## src/rtl/tx_link_ctrl.sv

```systemverilog
// tx_link_ctrl: symbol scheduler for the 8b/10b transmit path.
// Issues exactly one encoder/serializer load per SYM_PERIOD-clock slot.
// It sends a K28.5 alignment burst after reset, then idles on K28.5 and
// wraps source frames as SOF (K27.7), payload, fill (K23.7) and EOF (K29.7).
module tx_link_ctrl #(
  parameter int unsigned SYM_PERIOD = 11,
  parameter int unsigned N_ALIGN    = 16,
  parameter int unsigned MAX_LEN    = 256
) (
  input  logic       clk,
  input  logic       rst_n,
  input  logic       tx_enable,
  input  logic       s_valid,
  input  logic [7:0] s_data,
  input  logic       s_last,
  output logic       s_ready,
  output logic       enc_en,
  output logic       enc_kin,
  output logic [7:0] enc_din,
  output logic       link_up,
  output logic       busy,
  output logic       underrun,
  output logic       len_err
);

  localparam int unsigned CW = (SYM_PERIOD > 1) ? $clog2(SYM_PERIOD) : 1;
  localparam int unsigned AW = $clog2(N_ALIGN + 1);
  localparam int unsigned LW = $clog2(MAX_LEN + 1);

  localparam logic [CW-1:0] CNT_LAST   = CW'(SYM_PERIOD - 1);
  localparam logic [AW-1:0] ALIGN_LAST = AW'(N_ALIGN - 1);
  localparam logic [LW-1:0] LEN_MAX    = LW'(MAX_LEN);

  localparam logic [1:0] ST_ALIGN = 2'd0;
  localparam logic [1:0] ST_IDLE  = 2'd1;
  localparam logic [1:0] ST_DATA  = 2'd2;
  localparam logic [1:0] ST_EOF   = 2'd3;

  localparam logic [7:0] K28_5 = 8'hBC;
  localparam logic [7:0] K27_7 = 8'hFB;
  localparam logic [7:0] K23_7 = 8'hF7;
  localparam logic [7:0] K29_7 = 8'hFD;

  logic [CW-1:0] cnt;
  logic [1:0]    state;
  logic [AW-1:0] align_cnt;
  logic [LW-1:0] byte_cnt;
  logic          decision;

  logic [1:0]    nxt_state;
  logic [AW-1:0] nxt_align;
  logic [LW-1:0] nxt_byte;
  logic [LW-1:0] byte_inc;
  logic          sym_k;
  logic [7:0]    sym_d;
  logic          nxt_busy;
  logic          nxt_link;
  logic          und_set;
  logic          len_set;

  assign decision = (cnt == CNT_LAST);
  assign byte_inc = byte_cnt + 1'b1;

  // Accept strobe: only in the decision cycle of a DATA slot.
  assign s_ready = decision && (state == ST_DATA);

  // Next symbol and next state, applied only on decision edges.
  always_comb begin
    nxt_state = state;
    nxt_align = align_cnt;
    nxt_byte  = byte_cnt;
    sym_k     = 1'b1;
    sym_d     = K28_5;
    nxt_busy  = busy;
    nxt_link  = link_up;
    und_set   = 1'b0;
    len_set   = 1'b0;
    case (state)
      ST_ALIGN: begin
        if (align_cnt == ALIGN_LAST) begin
          nxt_state = ST_IDLE;
          nxt_align = '0;
        end else begin
          nxt_align = align_cnt + 1'b1;
        end
      end
      ST_IDLE: begin
        // link_up and busy track the symbol being loaded, so they move
        // together with the enc_en of that symbol.
        nxt_link = 1'b1;
        nxt_busy = 1'b0;
        if (tx_enable && s_valid) begin
          sym_d     = K27_7;
          nxt_state = ST_DATA;
          nxt_busy  = 1'b1;
        end
      end
      ST_DATA: begin
        nxt_busy = 1'b1;
        if (s_valid) begin
          sym_k    = 1'b0;
          sym_d    = s_data;
          nxt_byte = byte_inc;
          if (s_last || (byte_inc == LEN_MAX)) begin
            nxt_state = ST_EOF;
          end
          if (!s_last && (byte_inc == LEN_MAX)) begin
            len_set = 1'b1;
          end
        end else begin
          sym_d   = K23_7;
          und_set = 1'b1;
        end
      end
      default: begin
        sym_d     = K29_7;
        nxt_byte  = '0;
        nxt_busy  = 1'b1;
        nxt_state = ST_IDLE;
      end
    endcase
  end

  // Slot counter, load strobe and all decision-edge registers.
  always_ff @(posedge clk or negedge rst_n) begin
    if (!rst_n) begin
      cnt       <= '0;
      state     <= ST_ALIGN;
      align_cnt <= '0;
      byte_cnt  <= '0;
      enc_en    <= 1'b0;
      enc_kin   <= 1'b0;
      enc_din   <= '0;
      link_up   <= 1'b0;
      busy      <= 1'b0;
      underrun  <= 1'b0;
      len_err   <= 1'b0;
    end else begin
      cnt    <= decision ? '0 : cnt + 1'b1;
      enc_en <= decision;
      if (decision) begin
        state     <= nxt_state;
        align_cnt <= nxt_align;
        byte_cnt  <= nxt_byte;
        enc_kin   <= sym_k;
        enc_din   <= sym_d;
        link_up   <= nxt_link;
        busy      <= nxt_busy;
        underrun  <= underrun | und_set;
        len_err   <= len_err | len_set;
      end
    end
  end

endmodule
```

## config.mk

```make
export PLATFORM = sky130hd
export DESIGN_NAME = tx_link_ctrl
export DESIGN_NICKNAME = d
export VERILOG_FILES = /design/src/rtl/tx_link_ctrl.sv
export SDC_FILE = /design/constraint.sdc
export NUM_CORES = 1
export LEC_CHECK = 0
export BUFFER_PORTS_ARGS = -buffer_cell sky130_fd_sc_hd__buf_2
export CORE_UTILIZATION = 60
export CTS_BUF_LIST = sky130_fd_sc_hd__clkbuf_8
export DETAILED_ROUTE_END_ITERATION = 7
export PLACE_DENSITY_LB_ADDON = 0.05
export SLEW_MARGIN = 40
export SYNTH_ARGS = -nofsm -noshare
export SYNTH_HDL_FRONTEND = slang
export SYNTH_SLANG_ARGS = --single-unit
```

## constraint.sdc

```tcl
create_clock -name clk -period 3.8 [get_ports clk]
set_input_delay 0.38 -clock clk [delete_from_list [all_inputs] [get_ports clk]]
set_output_delay 0.38 -clock clk [all_outputs]
set_load 0.01 [all_outputs]
```

==> flow_metrics.env <==
export IMPL_status="finished with violations"
export IMPL_violations="design-rule violations"
export IMPL_coreArea_um2=2830
export IMPL_drt_iter0_drc=121
export IMPL_fin_crit_sh=0.606
export IMPL_pwr_share_comb=0.287
export IMPL_muxShareOfSynthArea=0.0311
export IMPL_fmax_ghz=0.434
export IMPL_grt_start_max_net_pins=35
export IMPL_p_leak_nw=0.965
export IMPL_critPathMaxFanout=14
export IMPL_start_util=0.654
export IMPL_hold_buffers=0
export IMPL_yosys_area_top_type_share=0.460
export IMPL_cts_tree="yes"
export IMPL_ir_worst_vdd_v=0.000310
export IMPL_intPower_w=0.000764
export IMPL_r2r_setup_slack_ns=1.60
export IMPL_die_area_um2=3310
export IMPL_max_cap_violations=0
export IMPL_swShare=0.327
export IMPL_tightestPinTransition_ns=0.720
export IMPL_postRouteAntennaNets=0
export IMPL_place_gp_congestion=0.827
export IMPL_hold_path_class="input port to asynchronous set/reset pin"
export IMPL_r2r_cells=7
export IMPL_n_fill_cell=213
export IMPL_min_period_ns=2.30
export IMPL_grt_pass1_wl_um=6530
export IMPL_finalPower_w=0.00114
export IMPL_timing_final_max_slew_violations=0
export IMPL_place_area_um2=1990
export IMPL_cts_made_buffers=5
export IMPL_multi_input_area_um2=930
export IMPL_dpl_hpwl_um=2740
export IMPL_die_h_um=57.5
export IMPL_vias=1529
export IMPL_syn2layout_area_growth_pct=13.4
export IMPL_antenna_found_initial=0
export IMPL_cts_sinks=34
export IMPL_cts_resized=0
export IMPL_synth_nets=211
export IMPL_grt_overflow=0
export IMPL_grt_pass1_vias=1484
export IMPL_cts_reportedPaths_clkPinSlew_ns=0.07
export IMPL_dieWidth_um=57.5
export IMPL_drt_first_pass_iters=6
export IMPL_register_area_um2=851
export IMPL_synth_cells=190
export IMPL_synth_main_ff_cell="dfrtp_1"
export IMPL_synth_common_cells="dfrtp_1, o21ai_0, nor2_1"
export IMPL_critPathCapture="s_ready"
export IMPL_synth_xor_area_frac=0.0189
export IMPL_cellPowerDensity_nw_per_um2=541
export IMPL_syn_cell_area_um2=1850
export IMPL_synth_area_leaders="dfrtp_1, o21ai_0, ha_1"
export IMPL_antenna_cells=0
export IMPL_synth_simple_area_share=0.205
export IMPL_yosys_cell_types_count=47
export IMPL_synth_edff_count=0
export IMPL_h_tree_depth=2
export IMPL_synth_compound_area_frac=0.193
export IMPL_drt_wirelength_per_cell_um=15.2
export IMPL_switchingPower_w=0.000372
export IMPL_synth_area_per_cell_um2=9.74
export IMPL_critPathLaunchType="flip-flop"
export IMPL_relSlewSlack=0.520
export IMPL_crit_arrival_ns=1.92
export IMPL_drive_gt1_frac=0.219
export IMPL_avgViaCountPerCell=6.12
export IMPL_insertion_delay_ns=0.29
export IMPL_crit_type="flip-flop to output pin"
export IMPL_rsz0062_at_grt="no"
export IMPL_ios=28
export IMPL_fin_util=0.742
export IMPL_timing_rr_start="cnt[2]$_DFF_PN0_"
export IMPL_drt_wl_total_um=3800
export IMPL_hold_viol=0
export IMPL_nets=239
export IMPL_worst_setup_path_end_kind="output pin"
export IMPL_synth_most_common_cell="dfrtp_1"
export IMPL_drc=3
export IMPL_yosys_area_share_adder=0.0541
export IMPL_p_clk_frac=0.273
export IMPL_critPathRequiredTime_ns=3.42
export IMPL_p_seq_frac=0.439
export IMPL_ctsLongestPathBuffers=2
export IMPL_ys_ff_latch=34
export IMPL_num_rows=19
export IMPL_reg2reg_to="byte_cnt[7]$_DFFE_PN0P_"
export IMPL_port_buffers=27
export IMPL_worstSetupStartpoint="cnt[2]$_DFF_PN0_"
export IMPL_setup_viol=0
export IMPL_grt_use_total=0.267
export IMPL_synth_top_family_by_area="simple AND/OR/NAND/NOR gates"
export IMPL_fin_setup_tns_ns=0
export IMPL_yosys_warnings=0
export IMPL_ys_seq_area_frac=0.460
export IMPL_cts_setup_buffers=0
export IMPL_final_area_um2=2100
export IMPL_cts_root_buffer="clkbuf_8"
export IMPL_synth_top_area_cell="dfrtp_1"
export IMPL_skew_ns=0.00275
export IMPL_ys_async_sr_fraction=1.00
export IMPL_hold_ws_ns=0.143
worst min-delay path by stage:
stage / cells after the start / to / slack, ns
2_1_floorplan: 0 / align_cnt[0]$_DFFE_PN0P_ / 0.08
5_1_grt: 1 / enc_din[3]$_DFFE_PN0P_ / 0.20
3_3_place_gp: 1 / len_err$_DFFE_PN0P_ / 0.45
3_5_place_dp: 1 / len_err$_DFFE_PN0P_ / 0.45
4_1_cts: 1 / enc_din[4]$_DFFE_PN0P_ / 0.16
6_report: 1 / enc_din[3]$_DFFE_PN0P_ / 0.14
state kept, by name, indices dropped and copies added, names as in the netlist:
register   cells
align_cnt      5
busy           1
byte_cnt       9
cnt            4
enc_din        8
enc_en         1
enc_kin        1
len_err        1
link_up        1
state          2
underrun       1
worst max-delay path, stage by stage, from the launching register on:
cell and delay [ns]:
dfrtp_1 0.42, nor2b_2 0.18, nand3b_1 0.34, inv_2 0.33, nand2_1 0.16, inv_1 0.08, buf_2 0.12
cells in the final DEF, fill, tap and decap left out, drive strengths merged, types with 3 or more instances in the layout:
master  instances
nor3            4
o31ai           5
dfrtp          34
xnor2           3
buf            27
nand4           3
ha              8
a21o            4
o21ai          22
mux2            3
nand2          15
nor2b           7
nand3          11
inv             9
a21oi           9
clkbuf          8
nor2           19
power groups by stage:
stage                     logic, W  clock network, W  registers [W]
after floorplan           0.000193                 0       0.000522
after CTS                 0.000327          0.000314       0.000499
after detailed placement  0.000326                 0       0.000506
final                     0.000326          0.000311       0.000499
after global placement    0.000315                 0       0.000501
after global routing      0.000367          0.000326       0.000508
routing by layer:
| metal | GRT usage | vias to the layer above | part of all wire |
|---|---|---|---|
| met2 | 0.420 | 57 | 0.48 |
| met1 | 0.336 | 724 | 0.43 |
| met5 | 0 | - | 0 |
| met4 | 0.122 | 0 | 0.020 |
| li1 | - | 739 | - |
| met3 | 0.0862 | 9 | 0.066 |
per-stage QoR:
stage	setup WS, ns	std cells
2_1_floorplan	2.10	190
3_3_place_gp	1.77	242
3_5_place_dp	1.61	242
4_1_cts	1.48	250
5_1_grt	1.28	250
6_report	1.50	250
final cells by class:
| class | instances | share of cell area |
|---|---|---|
| clock buffer | 8 | 0.0525 |
| inverter | 9 | 0.0161 |
| multi-input combinational | 141 | 0.443 |
| sequential | 34 | 0.405 |
| tap | 31 | 0.0185 |
| timing repair buffer | 27 | 0.0644 |
kinds of logic after synthesis:
| logic type | after synthesis |
|---|---|
| compound gates | 55 |
| buf+inv | 15 |
| xor+xnor | 4 |
| flops | 34 |
| simple gates | 69 |
| fa+ha+maj | 8 |
| mux | 5 |
No activity file was read; power rests on OpenSTA's default activity.
